## src/rtl/tia_playfield_serializer.sv

```systemverilog
// Playfield serializer: shifts a PF_BITS-wide pattern out one bit per CELL_CLKS clocks,
// left half in ascending order, right half either repeated or mirrored.
module tia_playfield_serializer #(
  parameter int PF_BITS   = 20,
  parameter int CELL_CLKS = 4
) (
  input  logic       clk,
  input  logic       rst_n,
  input  logic       wr_en,
  input  logic [1:0] wr_addr,
  input  logic [7:0] wr_data,
  input  logic       reflect,
  input  logic       line_start,
  output logic       pf_out,
  output logic       active,
  output logic       right_half
);

  localparam int IDX_W = $clog2(PF_BITS);
  localparam int CNT_W = (CELL_CLKS > 1) ? $clog2(CELL_CLKS) : 1;
  localparam logic [IDX_W-1:0] IDX_LAST = IDX_W'(PF_BITS - 1);
  localparam logic [CNT_W-1:0] CNT_LAST = CNT_W'(CELL_CLKS - 1);

  typedef enum logic [1:0] {IDLE, LEFT, RIGHT} state_e;

  state_e             state_q, state_d;
  logic [PF_BITS-1:0] pf_reg_q, pf_reg_d;
  logic [IDX_W-1:0]   idx_q, idx_d;
  logic [CNT_W-1:0]   cnt_q, cnt_d;
  logic               refl_q, refl_d;
  logic               pf_out_q, pf_out_d;
  logic               active_q, right_q;

  // Each pattern bit belongs to lane gi/8; lane bits beyond PF_BITS simply have no storage.
  genvar gi;
  generate
    for (gi = 0; gi < PF_BITS; gi++) begin : g_wr
      localparam int LANE = gi / 8;
      assign pf_reg_d[gi] = (wr_en && (wr_addr == 2'(LANE))) ? wr_data[gi % 8] : pf_reg_q[gi];
    end
  endgenerate

  always_comb begin
    state_d  = state_q;
    idx_d    = idx_q;
    cnt_d    = cnt_q;
    refl_d   = refl_q;
    pf_out_d = pf_out_q;
    if (line_start) begin
      // Pixel loads read pf_reg_q, so a write on this same edge is not yet visible.
      state_d  = LEFT;
      idx_d    = '0;
      cnt_d    = '0;
      pf_out_d = pf_reg_q[0];
    end else if (state_q == IDLE) begin
      pf_out_d = 1'b0;
    end else if (cnt_q != CNT_LAST) begin
      cnt_d = cnt_q + 1'b1;
    end else begin
      cnt_d = '0;
      if (state_q == LEFT) begin
        if (idx_q == IDX_LAST) begin
          state_d = RIGHT;
          refl_d  = reflect;
          idx_d   = reflect ? IDX_LAST : '0;
        end else begin
          idx_d = idx_q + 1'b1;
        end
        pf_out_d = pf_reg_q[idx_d];
      end else if (refl_q ? (idx_q == '0) : (idx_q == IDX_LAST)) begin
        state_d  = IDLE;
        idx_d    = '0;
        pf_out_d = 1'b0;
      end else begin
        idx_d    = refl_q ? (idx_q - 1'b1) : (idx_q + 1'b1);
        pf_out_d = pf_reg_q[idx_d];
      end
    end
  end

  always_ff @(posedge clk or negedge rst_n) begin
    if (!rst_n) begin
      state_q  <= IDLE;
      pf_reg_q <= '0;
      idx_q    <= '0;
      cnt_q    <= '0;
      refl_q   <= 1'b0;
      pf_out_q <= 1'b0;
      active_q <= 1'b0;
      right_q  <= 1'b0;
    end else begin
      state_q  <= state_d;
      pf_reg_q <= pf_reg_d;
      idx_q    <= idx_d;
      cnt_q    <= cnt_d;
      refl_q   <= refl_d;
      pf_out_q <= pf_out_d;
      active_q <= (state_d != IDLE);
      right_q  <= (state_d == RIGHT);
    end
  end

  assign pf_out     = pf_out_q;
  assign active     = active_q;
  assign right_half = right_q;

endmodule

```

## config.mk

```make
export PLATFORM = sky130hd
export DESIGN_NAME = tia_playfield_serializer
export DESIGN_NICKNAME = d
export VERILOG_FILES = /design/src/rtl/tia_playfield_serializer.sv
export SDC_FILE = /design/constraint.sdc
export NUM_CORES = 1
export LEC_CHECK = 0
export BUFFER_PORTS_ARGS = -buffer_cell sky130_fd_sc_hd__buf_4
export CAP_MARGIN = 20
export CORE_UTILIZATION = 55
export DETAILED_ROUTE_END_ITERATION = 16
export PLACE_DENSITY_LB_ADDON = 0.1
export SLEW_MARGIN = 20
export SYNTH_ARGS = -nofsm -noshare
export SYNTH_HDL_FRONTEND = slang
export SYNTH_SLANG_ARGS = --single-unit
```

## constraint.sdc

```tcl
create_clock -name clk -period 3.3 [get_ports clk]
set_input_delay 0.33 -clock clk [delete_from_list [all_inputs] [get_ports clk]]
set_output_delay 0.33 -clock clk [all_outputs]
set_load 0.005 [all_outputs]
```

Word-level counts from Yosys, hierarchy flattened
Index checks and enable logic that the tools add are counted.
{ "word_totals": {"elab_cells": 67, "out_inout_bits": 3, "in_bits": 15, "reg_bits": 33} }
{ "classes": {"n_mux": 31, "bitwise": 3, "order_cmp": 2, "n_eq_ne": 9, "reduce_logical": 9, "n_addsub": 3} }
{ "ops": {"columns": ["op", "n"], "rows": [
  ["5-bit 2-to-1 mux", 12],
  ["2-bit 2-to-1 mux", 9],
  ["5-bit by 6-bit less-than comparator with 1-bit output, second input constant", 2],
  ["1-bit binary-select mux with 5-bit select", 2],
  ["1-bit 2-to-1 mux", 8],
  ["2-bit != test, second input constant", 3],
  ["5-bit by 1-bit adder with 5-bit output, second input constant", 1],
  ["5-bit equality test, second input constant", 1],
  ["5-bit logical NOT", 1],
  ["5-bit AND reduction", 1],
  ["5-bit by 1-bit subtractor with 5-bit output, second input constant", 1],
  ["2-bit by 1-bit equality test with 1-bit output, second input constant", 2],
  ["2-bit equality test, second input constant", 2],
  ["2-bit logical NOT", 2],
  ["1-bit logical AND", 3],
  ["3-bit != test, second input constant", 1],
  ["1-bit inverter", 3],
  ["2-bit by 1-bit adder with 2-bit output, second input constant", 1],
  ["2-bit AND reduction", 1],
  ["2-bit nonzero test", 1]
]} }

Logic depth before layout (Yosys ltp)
Gate-level depths: netlist of run 1.
{ "logic_depth": {"ltp_word": 12, "ltp_mapped": 10, "ltp_nobuf": 8} }

Worst setup path after synthesis of run 1
OpenSTA, ideal clock, no wires.
{ "synth_timing": {"path_type": "flip-flop to flip-flop", "from": "reg idx_q[0]", "to": "reg pf_out_q, in the netlist pf_out", "path_stages_with_launch": 10, "path_buffers": 2, "t_arrival_ps": 2083, "required_ps": 3162, "slack_ps": 1079, "setup_time_ps": 138, "period_less_slack_ps": 2221, "cell_sequence": "dfrtp_1 -> buf_6 -> inv_2 -> ha_1 -> buf_2 -> mux4_2 -> a221oi_1 -> o21ai_0 -> nand2_1 -> a221oi_2"} }
{ "synth_between": {"elab_chain_cells": 12, "word_cells_on_any_way": 20, "cone_classes": "2 x add/sub; 1 x eq/ne; 16 x mux; 1 x reduce/logical"} }
{ "synth_rtl": {"columns": ["element", "line_no", "rtl"], "rows": [
  ["start: declaration", "28", "logic [IDX_W-1:0] idx_q, idx_d;"],
  ["start signal: assignment", "94", "idx_q <= idx_d;"],
  ["5-bit by 1-bit adder with 5-bit output / 5-bit equality test (equally long branches)", null, null],
  ["5-bit 2-to-1 mux", "62", "if (idx_q == IDX_LAST) begin"],
  ["5-bit 2-to-1 mux", "61", "if (state_q == LEFT) begin"],
  ["5-bit 2-to-1 mux", "57", "end else if (cnt_q != CNT_LAST) begin"],
  ["5-bit 2-to-1 mux", "55", "end else if (state_q == IDLE) begin"],
  ["5-bit 2-to-1 mux", "49", "if (line_start) begin"],
  ["1-bit binary-select mux with 5-bit select", "69", "pf_out_d = pf_reg_q[idx_d];"],
  ["1-bit 2-to-1 mux (implied by the code)", "69", null],
  ["1-bit 2-to-1 mux *", "61", null],
  ["1-bit 2-to-1 mux *", "57", null],
  ["1-bit 2-to-1 mux *", "55", null],
  ["1-bit 2-to-1 mux *", "49", null],
  ["end signal: assignment", "97", "pf_out_q <= pf_out_d;"],
  ["end: declaration", "31", "logic pf_out_q, pf_out_d;"]
]} }
Mark *: on every way between the ends. The rest lies on a longest branch, timed or not. The select of a mux whose other input is x is not followed.
A chain may end at the register's enable or synchronous reset.

Worst setup path in the final report of run 1
{ "layout_timing": {"from": "reg idx_q[1]", "to": "reg pf_out_q, in the netlist pf_out"} }
The elaborated chain is that of the path after synthesis.

==> run summary, run 1 <==
Entering global routing, the biggest net connects 34 pins. The delay contributed by the slowest stage of the critical path came out at between 0.5 and 0.6 ns. The Yosys step of the flow raised 0 warnings. The launch instance of the worst min-delay path is wr_data[4]. The post-synthesis instance area is 2100 um2. STA classifies the critical path startpoint as a flip-flop. The synthesized netlist net count came out at 212. The worst hold margin came out at 0.286 ns. The part of the total power dissipated in sequential elements is 41.2%.

Routability-driven placement finished with a final weighted congestion of 0.898. The share of the clock period used by the worst path came out at 73.2%. The chip height came out at around 64 um.

The endpoint identified for the worst register-to-register timing path is pf_out$_DFFE_PN0P_. TritonCTS built the clock tree. The run finished with clean final reports.

After the first detailed-routing iteration, the DRC count stood at between 150 and 200. In this run the mean area of a mapped cell was 10.8 um2. The sequential share of the synthesized area is 39.3%.

The antenna diode instance count is 0. At the worst endpoint, the arrival time is 2.58 ns. CTS placed an instance of clkbuf_8 at the clock tree root. For the pin with the worst max-slew slack, the measured transition is 0.690 ns. The CTS sink count is 33.

Detailed routing inserted a total of about 1,600 vias. The total count of max-transition violations in the final report is 0. The number of global-route vias before repair is 1,611. The total power density per cell area is between 500 and 600 nW/um2.

Of all nets on the critical path, the largest fanout is 11. The total length of routed wires is 4.69 mm. The DRC violation count after routing came out at 0.

The clock reaches the later pin of the worst-skew pair after 0.29 ns. The path class of the tightest hold or removal check is in -> reg. The net count of the finished layout is ~230.

The number of hold-slack violations in the final timing report is 0. The relative contribution of the clock network to total power came out at 31.2%. Counting cells, the worst reg-to-reg path comes to 8. The net switching power came out at 0.000369 W.

The proportion of register bits with asynchronous set or reset after synthesis came out at 100%. The highest-delay cell along the critical path is ha_1. The clock passes through at most 2 buffers.

Setup violations remaining at the end of the flow were counted as 0. The initial core utilization is 57.5%. The post-synthesis sequential element count came out at 33. The net switching fraction of the power came out at 29.2%. The achievable frequency came out at 414 MHz.

The number of placement rows is 22. In the layout the commonest cells are dfrtp_1 (33), mux2_2 (23), buf_4 (18). The endpoint class of the critical path is a flip-flop. The area growth from synthesis to layout is 12.3%. The placeable core area is approximately 3700 um2. The register-to-register setup slack is about 0.88 ns. The worst pin sits at a relative slew slack of a little over half. Counting the buffers created by CTS gives 5.

Setup repair after global routing left no endpoint under its margin. The dominant register cell in the synthesized netlist is dfrtp_1. The clock period minus final worst setup slack is roughly 2.4 ns. The detailed-route vias per instance came out at 6.20.

The aggregate negative setup slack came out at 0 ns. The number of synthesized flops with an enable pin came out at 0. The endpoint of the worst hold-timing path is pf_reg_q[12]$_DFFE_PN0P_. The overall overflow remaining after global route is 0.

The number of gates given a new drive strength after cts came out at 0. The global router's overall resource usage came out at 26.4%. The die covers 4080 um2. The detail-routed net length per standard cell came out at 18.2 um. The worst voltage drop across the vdd grid is 274 uV.

The first-pass detailed-route iteration total came out at 4. Max-cap violations in this run came to 0. The die is 63.8 um wide. The global-route wire length before repair came out at 7.89 mm. The post-route netlist has a little under a third of its cells at a drive strength greater than 1.

The count of nets left with antenna violations after detail routing is 0. The commonest non-fill, non-tap cell in the layout is dfrtp_1. The maximum clock skew at final layout is 0.00930 ns. The origin of the critical flop-to-flop path is idx_q[1]$_DFFE_PN0P_. The clock slew at the register clock pins of the worst setup and hold paths came out at 0.07 ns.

The number of instances in the synthesized netlist came out at 194. Walking the worst path, the cells encountered are inv_1 -> ha_1 -> xor2_2 -> mux4_2 -> a211oi_1 -> a211oi_2 -> o211ai_1 -> a221oi_2. The top-level I/O count came out at 18. The distinct cell type count after synthesis came out at 45. The depth of the CTS H-tree is 2. The number of antenna violations at the first check in global routing came out at 0. The leakage dissipation is around 0.95 nW. Detailed placement ended at an HPWL of roughly 3.5 mm.

The number of buffers added on ports came out at 17. The critical path is of the reg -> reg type. Cell internal power was estimated by the tool at 0.000897 W. STA puts the critical path data required time at 3.46 ns. The hold path depth came out at 2. In this run, the combinational gates consume 27.5% of the power.
## cell type report
cell class                      count  area, um2
Fill cell                         304       1300
Sequential cell                    33        826
Multi-Input combinational cell    145       1190
Tap cell                           48       60.1
Clock inverter                      1       30.0
Clock buffer                        7       86.3
Timing Repair Buffer               19        145
Inverter                            5       18.8
## cells in the mapped netlist (2+ instances only)
library cell / number / area share (%)
a211oi_1: 5 / 1.8
a211oi_2: 2 / 1.2
a21oi_1: 11 / 2.6
a221oi_1: 4 / 1.7
and4b_1: 2 / 0.95
buf_2: 6 / 1.4
buf_6: 2 / 1.1
clkbuf_1: 3 / 0.54
dfrtp_1: 33 / 39
ha_1: 3 / 1.8
inv_1: 3 / 0.54
inv_2: 2 / 0.36
mux2_2: 23 / 12
mux2i_1: 6 / 2.9
mux4_2: 7 / 7.5
nand2_1: 11 / 2.0
nand2b_1: 2 / 0.59
nand3_1: 3 / 0.71
nand3b_1: 4 / 1.4
nor2_1: 14 / 2.5
nor2b_1: 2 / 0.59
nor3_1: 10 / 2.4
nor4_1: 2 / 0.59
o21ai_0: 7 / 1.7
o21ai_1: 3 / 0.71
or3_1: 3 / 0.89
xnor2_1: 2 / 0.83
xor2_1: 2 / 0.83
## how the worst max path moves through the flow
stage	slack (ns)	from	end
floorplan	1.08	idx_q[0]$_DFFE_PN0P_	pf_out$_DFFE_PN0P_
global placement	1.0	idx_q[0]$_DFFE_PN0P_	active$_DFF_PN0_
detailed placement	0.88	idx_q[1]$_DFFE_PN0P_	pf_out$_DFFE_PN0P_
CTS	0.88	idx_q[1]$_DFFE_PN0P_	pf_out$_DFFE_PN0P_
global route	0.70	idx_q[1]$_DFFE_PN0P_	pf_out$_DFFE_PN0P_
finish	0.88	idx_q[1]$_DFFE_PN0P_	pf_out$_DFFE_PN0P_
## per-stage QoR
step | std cells | setup WS (ns) | instance area (um2) | utilization, % | total power [W]
final | 258 | 0.885 | 2360 | 64.5 | 0.00127
after global routing | 258 | 0.701 | 2360 | 64.5 | 0.00133
after CTS | 258 | 0.878 | 2360 | 64.5 | 0.00127
after detailed placement | 249 | 0.882 | 2230 | 61.0 | 0.000874
after global placement | 249 | 0.999 | 2230 | 61.0 | 0.000862
after floorplan | 194 | 1.08 | 2100 | - | 0.000781
## kinds of logic (layout without fill, tap and decap cells)
logic type,Yosys count,after routing,synth area share (%)
simple gates,61,61,16.4
mux,36,36,22.7
flops,33,33,39.3
xor+xnor,6,6,3.21
compound gates,39,39,12.7
fa+ha+maj,3,3,1.78
buf+inv,16,32,3.93
## power by group through the flow
stage | clock network [W] | logic, W | registers, W
after global routing | 0.000416 | 0.000381 | 0.000529
after detailed placement | 0 | 0.000345 | 0.000528
final | 0.000395 | 0.000349 | 0.000522
after global placement | 0 | 0.000335 | 0.000527
after CTS | 0.000404 | 0.000348 | 0.000520
after floorplan | 0 | 0.000281 | 0.000500
## timing repair
item	CTS	global route
endpoints found under the hold margin	33	0
setup endpoints to repair	0	0
setup buffers	0	0
hold buffers	1	0
## critical path: cells and delay by family, from the launching register on
kind	cells	cell delay (ns)
compound gates	4	0.58
xor+xnor	1	0.32
fa+ha+maj	1	0.57
buf+inv	1	0.07
flops	1	0.39
mux	1	0.36
## registers in the layout, indices dropped and copies added (netlist names)
name	cells
active	1
cnt_q	2
idx_q	5
pf_out	1
pf_reg_q	20
refl_q	1
right_half	1
state_q	2
## routing by layer
| layer | track usage, % | wire (um) |
|---|---|---|
| met2 | 43.1 | 2350 |
| met1 | 33.1 | 2050 |
| met3 | 5.54 | 201 |
| met4 | 13.4 | 100 |
| met5 | 0 | 0 |
Note: power is estimated with default switching activity, not from simulation.
==> run 2, diff against run 1 <==
Settings changed: CORE_UTILIZATION 55 to 53.
Clock period 3.3 ns to 2.1 ns, I/O delays scaled along.
==> run 2 against run 1 <==
Die area is 3.7% higher. Hold slack lost 0.11 ns. Combinational power increased by 88%. Cell area grew 6.0%. Fmax increased by 19%. Sequential share of layout area is 1.9 points lower. Core utilization grew 2.4 points. Via count is 4.0% higher.
==> run summary, run 2 (same netlist as run 1, synthesis figures left out) <==
The required time reported for the critical path endpoint came out at 2.25 ns (was 3.46 ns). The slew at the pin closest to its max-slew limit is 0.669 ns (was 0.690 ns). The DRC violation count after routing is 0 (unchanged). The endpoint class of the critical path is a flip-flop (unchanged).

Ordered cell list for the critical path: inv_2 -> ha_4 -> mux4_2 -> a221oi_2 -> o21ai_0 -> nand2_1 -> a221oi_2 (was inv_1 -> ha_1 -> xor2_2 -> mux4_2 -> a211oi_1 -> a211oi_2 -> o211ai_1 -> a221oi_2). The clock period minus final worst setup slack is 2.03 ns (was 2.42 ns). The clock slew at the register clock pins of the worst setup and hold paths is 0.07 ns (about the same). The detailed-route vias per instance came out at 6.14 (was 6.20). The number of placement rows came out at 22 (unchanged).

The initial core utilization is 56.2% (was 57.5%). The launch instance of the worst min-delay path was wr_data[7] (was wr_data[4]). The placeable core area is 3740 um2 (was 3660 um2).

The worst max-slew margin expressed relative to the limit is 55.2% (was 53.8%). The leakage dissipation came out at 1.02 nW (was 0.954 nW). The share of the core filled with cells in the final layout came out at 66.9% (was 64.5%). The total area of multi-input combinational cells is 1250 um2 (was 1190 um2).

The net count of the finished layout is 241 (was 227). The worst-skew pair later-pin latency came to 0.28 ns (was 0.29 ns). In this design, the critical path's most frequently occurring cell is a221oi_2. The number of cells traversed by the worst register-to-register path is 7 (was 8).

The delay contributed by the slowest stage of the critical path is 0.53 ns (was 0.57 ns). The count of nets left with antenna violations after detail routing came out at 0 (unchanged). The post-route standard cell area excluding fillers came out at 2500 um2 (was 2360 um2).

The peak fanout along the critical path came to 4 (was 11). The global router's overall resource usage is 27.7% (was 26.4%). The global-route wire length before repair is 8.71 mm (was 7.89 mm). The global placer's final weighted congestion is 0.925 (was 0.898). Run status: completed (unchanged). The hold path depth is 2 (unchanged). The overall overflow remaining after global route came out at 0 (unchanged). The cell at the root of the clock tree was clkbuf_8 (unchanged). The arrival time of the worst setup path is 2.18 ns (was 2.58 ns). The buffers plus inverters on the worst setup path came out at 1 (unchanged). The register ranked first by flip-flop count was pf_reg_q (unchanged).

The count of endpoints failing setup in the final report is 0 (unchanged). The CTS sink count is 33 (unchanged). The post-detailed-placement half-perimeter wirelength is 3.64 mm (was 3.45 mm). Commonest cells after routing, fill and taps aside: dfrtp_1 (32), buf_4 (31), mux2_2 (23) (was dfrtp_1 (33), mux2_2 (23), buf_4 (18)). The depth of the CTS H-tree came out at 2 (unchanged). The number of antenna violations at the first check in global routing was 0 (unchanged). The worst-case clock buffer depth was 2 (unchanged).

The maximum clock skew at final layout came out at 0.00445 ns (was 0.00930 ns). The share of the clock period used by the worst path came out at 96.7% (was 73.2%). The number of global-route vias before repair is 1,673 (was 1,611). The category of cells accounting for the largest share of critical-path delay was multiplexers (was compound AO/OA/AOI/OAI gates). The top-level I/O count is 18 (unchanged).

Unrepaired setup endpoints after global routing: true (was false). The area after detailed placement came to 2330 um2 (was 2230 um2). The start-to-end type of the worst setup path is reg -> reg (unchanged). The via count came out at 1,663 (was 1,599). The aggregate negative setup slack is 0 ns (unchanged). The violation count after the first detailed-route iteration is 145 (was 171). The count of fill cells added during filler insertion came out at 308 (was 304). The CTS tree was done (unchanged). The startpoint type of the worst setup path is a flip-flop (unchanged). The total count of max-transition violations in the final report is 0 (unchanged).

The max-capacitance violation count came to 0 (unchanged). The largest net degree at the start of global routing was 34 (unchanged). The number of hold-slack violations in the final timing report came out at 0 (unchanged). The die area is 4220 um2 (was 4080 um2).

The number of buffers added on ports is 17 (unchanged). The number of flip-flops under the largest register name is 20 (unchanged). The total length of routed wires is 5.01 mm (was 4.69 mm). The sequential cell area came out at 827 um2 (was 826 um2). The antenna diode instance count came out at 0 (unchanged). The total power density per cell area was 783 nW/um2 (was 536 nW/um2).

Regs by FF count: pf_reg_q x20, idx_q x5 (unchanged). The commonest non-fill, non-tap cell in the layout is dfrtp_1 (unchanged). The first-pass detailed-route iteration total is 4 (unchanged). The fraction of layout cells with a size suffix above 1 is 39.5% (was 31.0%).

The achievable frequency is 492 MHz (was 414 MHz). The width of the chip is 65.0 um (was 63.8 um). The number of cells on the critical path was 7 (was 8). The number of CTS-inserted buffers was 5 (unchanged). The detail-routed net length per standard cell is 18.5 um (was 18.2 um). The origin of the critical flop-to-flop path is idx_q[1]$_DFFE_PN0P_ (unchanged).

The classification of the worst-slack hold path was in -> reg (unchanged). The chip height came out at 65.0 um (was 63.8 um). The start point of the critical path is idx_q[1]$_DFFE_PN0P_ (unchanged). The worst voltage drop across the vdd grid came out at 500 uV (was 274 uV). The highest-delay cell along the critical path is mux4_2 (was ha_1). The area growth from synthesis to layout is 19.0% (was 12.3%).
run 2: worst paths after layout:
kind / end / slack (ns)
max in group asynchronous: refl_q$_DFFE_PN0P_ / 1.38
worst min-delay path: pf_reg_q[15]$_DFFE_PN0P_ / 0.17
min in group asynchronous: idx_q[4]$_DFFE_PN0P_ / 0.40
worst max-delay path: pf_out$_DFFE_PN0P_ / 0.07
worst min register to register: cnt_q[1]$_DFFE_PN0P_ / 0.53
worst max register to register: pf_out$_DFFE_PN0P_ / 0.07
run 2: final cells by class:
class | count | share of cell area (%)
Tap cell | 48 | 2.40
Clock buffer | 6 | 3.30
Multi-Input combinational cell | 145 | 50.1
Timing Repair Buffer | 33 | 10.1
Inverter | 5 | 0.750
Clock inverter | 1 | 0.300
Sequential cell | 33 | 33.0
run 2: layer usage:
layer  up-vias  global-route usage [%]  share of wire [%]  wire [um]
met4         0                    8.33                1.4         71
met3        10                    5.46                3.3        163
li1        791                       -                  -          -
met2        37                    46.4                 51       2560
met1       825                    36.0                 44       2210
met5         -                       0                  0          0
run 2: timing repair:
| item | CTS | global route |
|---|---|---|
| pin swaps | 0 | 4 |
| setup buffers | 0 | 3 |
| setup endpoints to repair | 1 | 5 |
| hold buffers | 1 | 0 |
| resized for setup | 1 | 10 |
| endpoints found under the hold margin | 33 | 0 |
run 2: power by group:
part | internal (W) | switching (W)
registers | 0.000728 | 0.0000938
clock network | 0.000259 | 0.000225
logic | 0.000370 | 0.000285
run 2: per-stage QoR:
step	std cells	setup slack, ns	power (W)	hold slack (ns)
CTS	268	0.0275	0.00192	0.171
global route	271	-0.0274	0.00207	0.166
detailed placement	260	-0.00436	0.00142	0.178
floorplan	194	0.0261	0.00124	-0.0856
finish	271	0.0691	0.00196	0.175
global placement	260	0.0648	0.00140	0.165
==> run 3, diff against run 2 <==
Settings changed: ABC_AREA set to 1, CORE_UTILIZATION 53 to 54.
==> run 3 against run 2 <==
Sequential share of layout area increased by 0.57 points. Core utilization shrank 1.1 points. Final cell count is 36% higher. Die area is essentially flat. Setup slack gained 0.11 ns. Power decreased by 9.5%.
==> run summary, run 3 <==
The share of the clock period used by the worst path was 91.6% (was 96.7%). The width of the chip is 65.0 um (about the same). Run status: completed (unchanged).

The commonest non-fill, non-tap cell in the layout is nand2_1 (was dfrtp_1). The post-detailed-placement half-perimeter wirelength was 3.50 mm (was 3.64 mm). The post-synthesis instance area was 2140 um2 (was 2100 um2). The area growth from synthesis to layout came out at 14.9% (was 19.0%). The required time reported for the critical path endpoint came out at 2.32 ns (was 2.25 ns). The worst voltage drop across the vdd grid is 430 uV (was 500 uV).

The leakage dissipation came out at 1.24 nW (was 1.02 nW). The worst-skew pair later-pin latency came out at 0.29 ns (was 0.28 ns). The average instance area after synthesis is 7.14 um2 (was 10.8 um2).

The net count of the finished layout is 338 (was 241). The distinct cell type count after synthesis is 33 (was 45). The dominant register cell in the synthesized netlist was dfrtp_1 (unchanged). The depth of the CTS H-tree came to 2 (unchanged).

The achievable frequency is 520 MHz (was 492 MHz). The largest net degree at the start of global routing came out at 34 (unchanged). The placeable core area is 3740 um2 (unchanged).

The worst max-slew margin expressed relative to the limit came out at 55.6% (was 55.2%). The synthesized netlist net count is 318 (was 212). The overall overflow remaining after global route was 0 (unchanged).

The area after detailed placement is 2290 um2 (was 2330 um2). The most frequently used cell type in the post-synthesis netlist is nand2_1 (was dfrtp_1). The aggregate negative setup slack was 0 ns (unchanged). The max-capacitance violation count is 0 (unchanged). The startpoint type of the worst setup path is a flip-flop (unchanged). The number of CTS-inserted buffers is 5 (unchanged).

The number of placement rows is 22 (unchanged). The classification of the worst-slack hold path is in -> reg (unchanged). The total length of routed wires is 4.76 mm (was 5.01 mm). The chip height came to 65.0 um (about the same). The number of setup buffers added after CTS is 0 (unchanged). The post-placement worst setup slack is -0.0155 ns (was -0.00436 ns). The total power density per cell area came out at 721 nW/um2 (was 783 nW/um2). Dominant cells by area after synthesis: dfrtp_1 (39%), nand2_1 (15%), nand3_1 (9.1%), o21ai_0 (8.6%), inv_1 (7.2%) (was dfrtp_1 (39%), mux2_2 (12%), mux4_2 (7.5%), mux2i_1 (2.9%), a21oi_1 (2.6%)). The detail-routed net length per standard cell is 12.9 um (was 18.5 um). The register ranked first by flip-flop count was pf_reg_q (unchanged). The share of the core filled with cells in the final layout came out at 65.7% (was 66.9%).

The fraction of layout cells with a size suffix above 1 came out at 15.6% (was 39.5%). The via count is 1,970 (was 1,663). The slew at the pin closest to its max-slew limit came out at 0.659 ns (was 0.669 ns).

The CTS sink count came to 33 (unchanged). The number of hold-slack violations in the final timing report came out at 0 (unchanged). The clock slew at the register clock pins of the worst setup and hold paths was 0.07 ns (about the same). The number of instances in the synthesized netlist is 300 (was 194). The die area was 4220 um2 (about the same). The count of endpoints failing setup in the final report is 0 (unchanged). The setup slack after layout is 0.176 ns (was 0.0691 ns). The total count of max-transition violations in the final report was 0 (unchanged). The first-pass detailed-route iteration total is 4 (unchanged). The peak fanout along the critical path is 5 (was 4).

Commonest cells after routing, fill and taps aside: nand2_1 (83), inv_1 (41), nand3_1 (39) (was dfrtp_1 (32), buf_4 (31), mux2_2 (23)). The number of warnings printed during yosys synthesis is 0 (unchanged). The global placer's final weighted congestion is 0.910 (was 0.925).

The antenna diode instance count came out at 0 (unchanged). The number of global-route vias before repair came out at 1,732 (was 1,673). The endpoint class of the critical path was a flip-flop (unchanged).

The CTS tree is done (unchanged). The violation count after the first detailed-route iteration came out at 146 (was 145). The number of antenna violations at the first check in global routing is 0 (unchanged). The global-route wire length before repair is 7.88 mm (was 8.71 mm). The post-route standard cell area excluding fillers is 2460 um2 (was 2500 um2). The detailed-route vias per instance is 5.35 (was 6.14).

The maximum clock skew at final layout was 0.00668 ns (was 0.00445 ns). The cell at the root of the clock tree is clkbuf_8 (unchanged). The sequential share of the synthesized area came out at 38.6% (was 39.3%). The count of nets left with antenna violations after detail routing is 0 (unchanged). The global router's overall resource usage came out at 24.7% (was 27.7%). The worst-case clock buffer depth is 2 (unchanged). The number of flip-flops under the largest register name came out at 20 (unchanged).

The initial core utilization came out at 57.2% (was 56.2%). The arrival time of the worst setup path is 2.14 ns (was 2.18 ns). The worst hold margin came out at 0.199 ns (was 0.175 ns). Most instantiated cells after synthesis: nand2_1 (83), inv_1 (41), nand3_1 (39), o21ai_0 (37), dfrtp_1 (33) (was dfrtp_1 (33), mux2_2 (23), nor2_1 (14), a21oi_1 (11), nand2_1 (11)). The DRC violation count after routing came to 0 (unchanged). The proportion of register bits with asynchronous set or reset after synthesis came out at 100% (unchanged). The library cell occupying the most area in the post-synthesis netlist is dfrtp_1 (unchanged). The post-synthesis sequential element count came to 33 (unchanged). The clock period minus final worst setup slack is 1.92 ns (was 2.03 ns). The proportion of netlist area held by the largest area contributor came out at 38.6% (was 39.3%).

The start-to-end type of the worst setup path is reg -> reg (unchanged). Regs by FF count: pf_reg_q x20, idx_q x5 (unchanged). The number of buffers added on ports is 17 (unchanged).

The top-level I/O count was 18 (unchanged). The number of synthesized flops with an enable pin is 0 (unchanged). The count of fill cells added during filler insertion came to 354 (was 308).
## run 3: worst paths after layout
check | depth (start not counted) | from | slack [ns] | to
max | 14 | idx_q[1]$_DFFE_PN0P_ | 0.18 | pf_out$_DFFE_PN0P_
min | 3 | wr_data[7] | 0.20 | pf_reg_q[15]$_DFFE_PN0P_
max reg2reg | 14 | idx_q[1]$_DFFE_PN0P_ | 0.18 | pf_out$_DFFE_PN0P_
min reg2reg | 2 | pf_reg_q[17]$_DFFE_PN0P_ | 0.49 | pf_reg_q[17]$_DFFE_PN0P_
max in group asynchronous | 2 | rst_n | 1.40 | idx_q[0]$_DFFE_PN0P_
min in group asynchronous | 2 | rst_n | 0.39 | idx_q[3]$_DFFE_PN0P_
## run 3: logic make-up (layout without fill, tap and decap cells)
kind of cell             after synthesis  after routing  share of synthesized area [%]
AO/OA/AOI/OAI                         58             58                           15.1
XOR/XNOR                               4              4                           1.64
adder cells (fa/ha/maj)                3              3                           1.75
buffers and inverters                 55             75                           11.3
flip-flops                            33             33                           38.6
AND/OR/NAND/NOR                      147            147                           31.7
## run 3: where the power goes
part           leakage, nW  switching, W  internal, W  total [W]
clock               0.0443      0.000225     0.000260   0.000485
sequential           0.415     0.0000702     0.000721   0.000792
combinational        0.778      0.000292     0.000206   0.000497
total                 1.24      0.000587      0.00119    0.00177
## run 3: per-stage QoR
stage / cells / total power [W]
2_1_floorplan: 300 / 0.00114
3_3_place_gp: 360 / 0.00127
3_5_place_dp: 360 / 0.00128
4_1_cts: 368 / 0.00176
5_1_grt: 368 / 0.00190
6_report: 368 / 0.00177
## run 3: final cells by class
cell class / instances / area (um2) / area share, %
inverters: 47 / 183 / 7.42
multi-input cells: 212 / 1140 / 46.4
well taps: 48 / 60.1 / 2.44
clock buffers: 7 / 86.3 / 3.51
repair buffers: 21 / 164 / 6.66
flip-flops and latches: 33 / 827 / 33.6
## run 3: timing repair
item	CTS	global route
hold buffers	1	0
resized for setup	1	9
hold endpoints to repair	33	0
pin swaps	0	0
endpoints found under the setup margin	1	1
## run 3: worst max-delay path, cell delays in order (launching register included)
cell	delay, ns
dfrtp_1	0.42
ha_1	0.24
nand2_1	0.08
clkinv_2	0.09
nand2_4	0.07
inv_2	0.10
nor2_1	0.05
buf_4	0.16
nor3_1	0.21
nand3_1	0.10
nand2_1	0.07
inv_1	0.04
nand2_1	0.06
nand2_1	0.06
a21oi_2	0.11
## run 3: metal layers
metal  part of all wire, %  global-route usage, %  vias to the layer above
li1                      -                      -                     1009
met1                    46                   32.2                      902
met2                    47                   38.8                       48
met3                   4.8                   6.34                       11
met4                   1.7                   10.0                        0
met5                     0                      0                        -
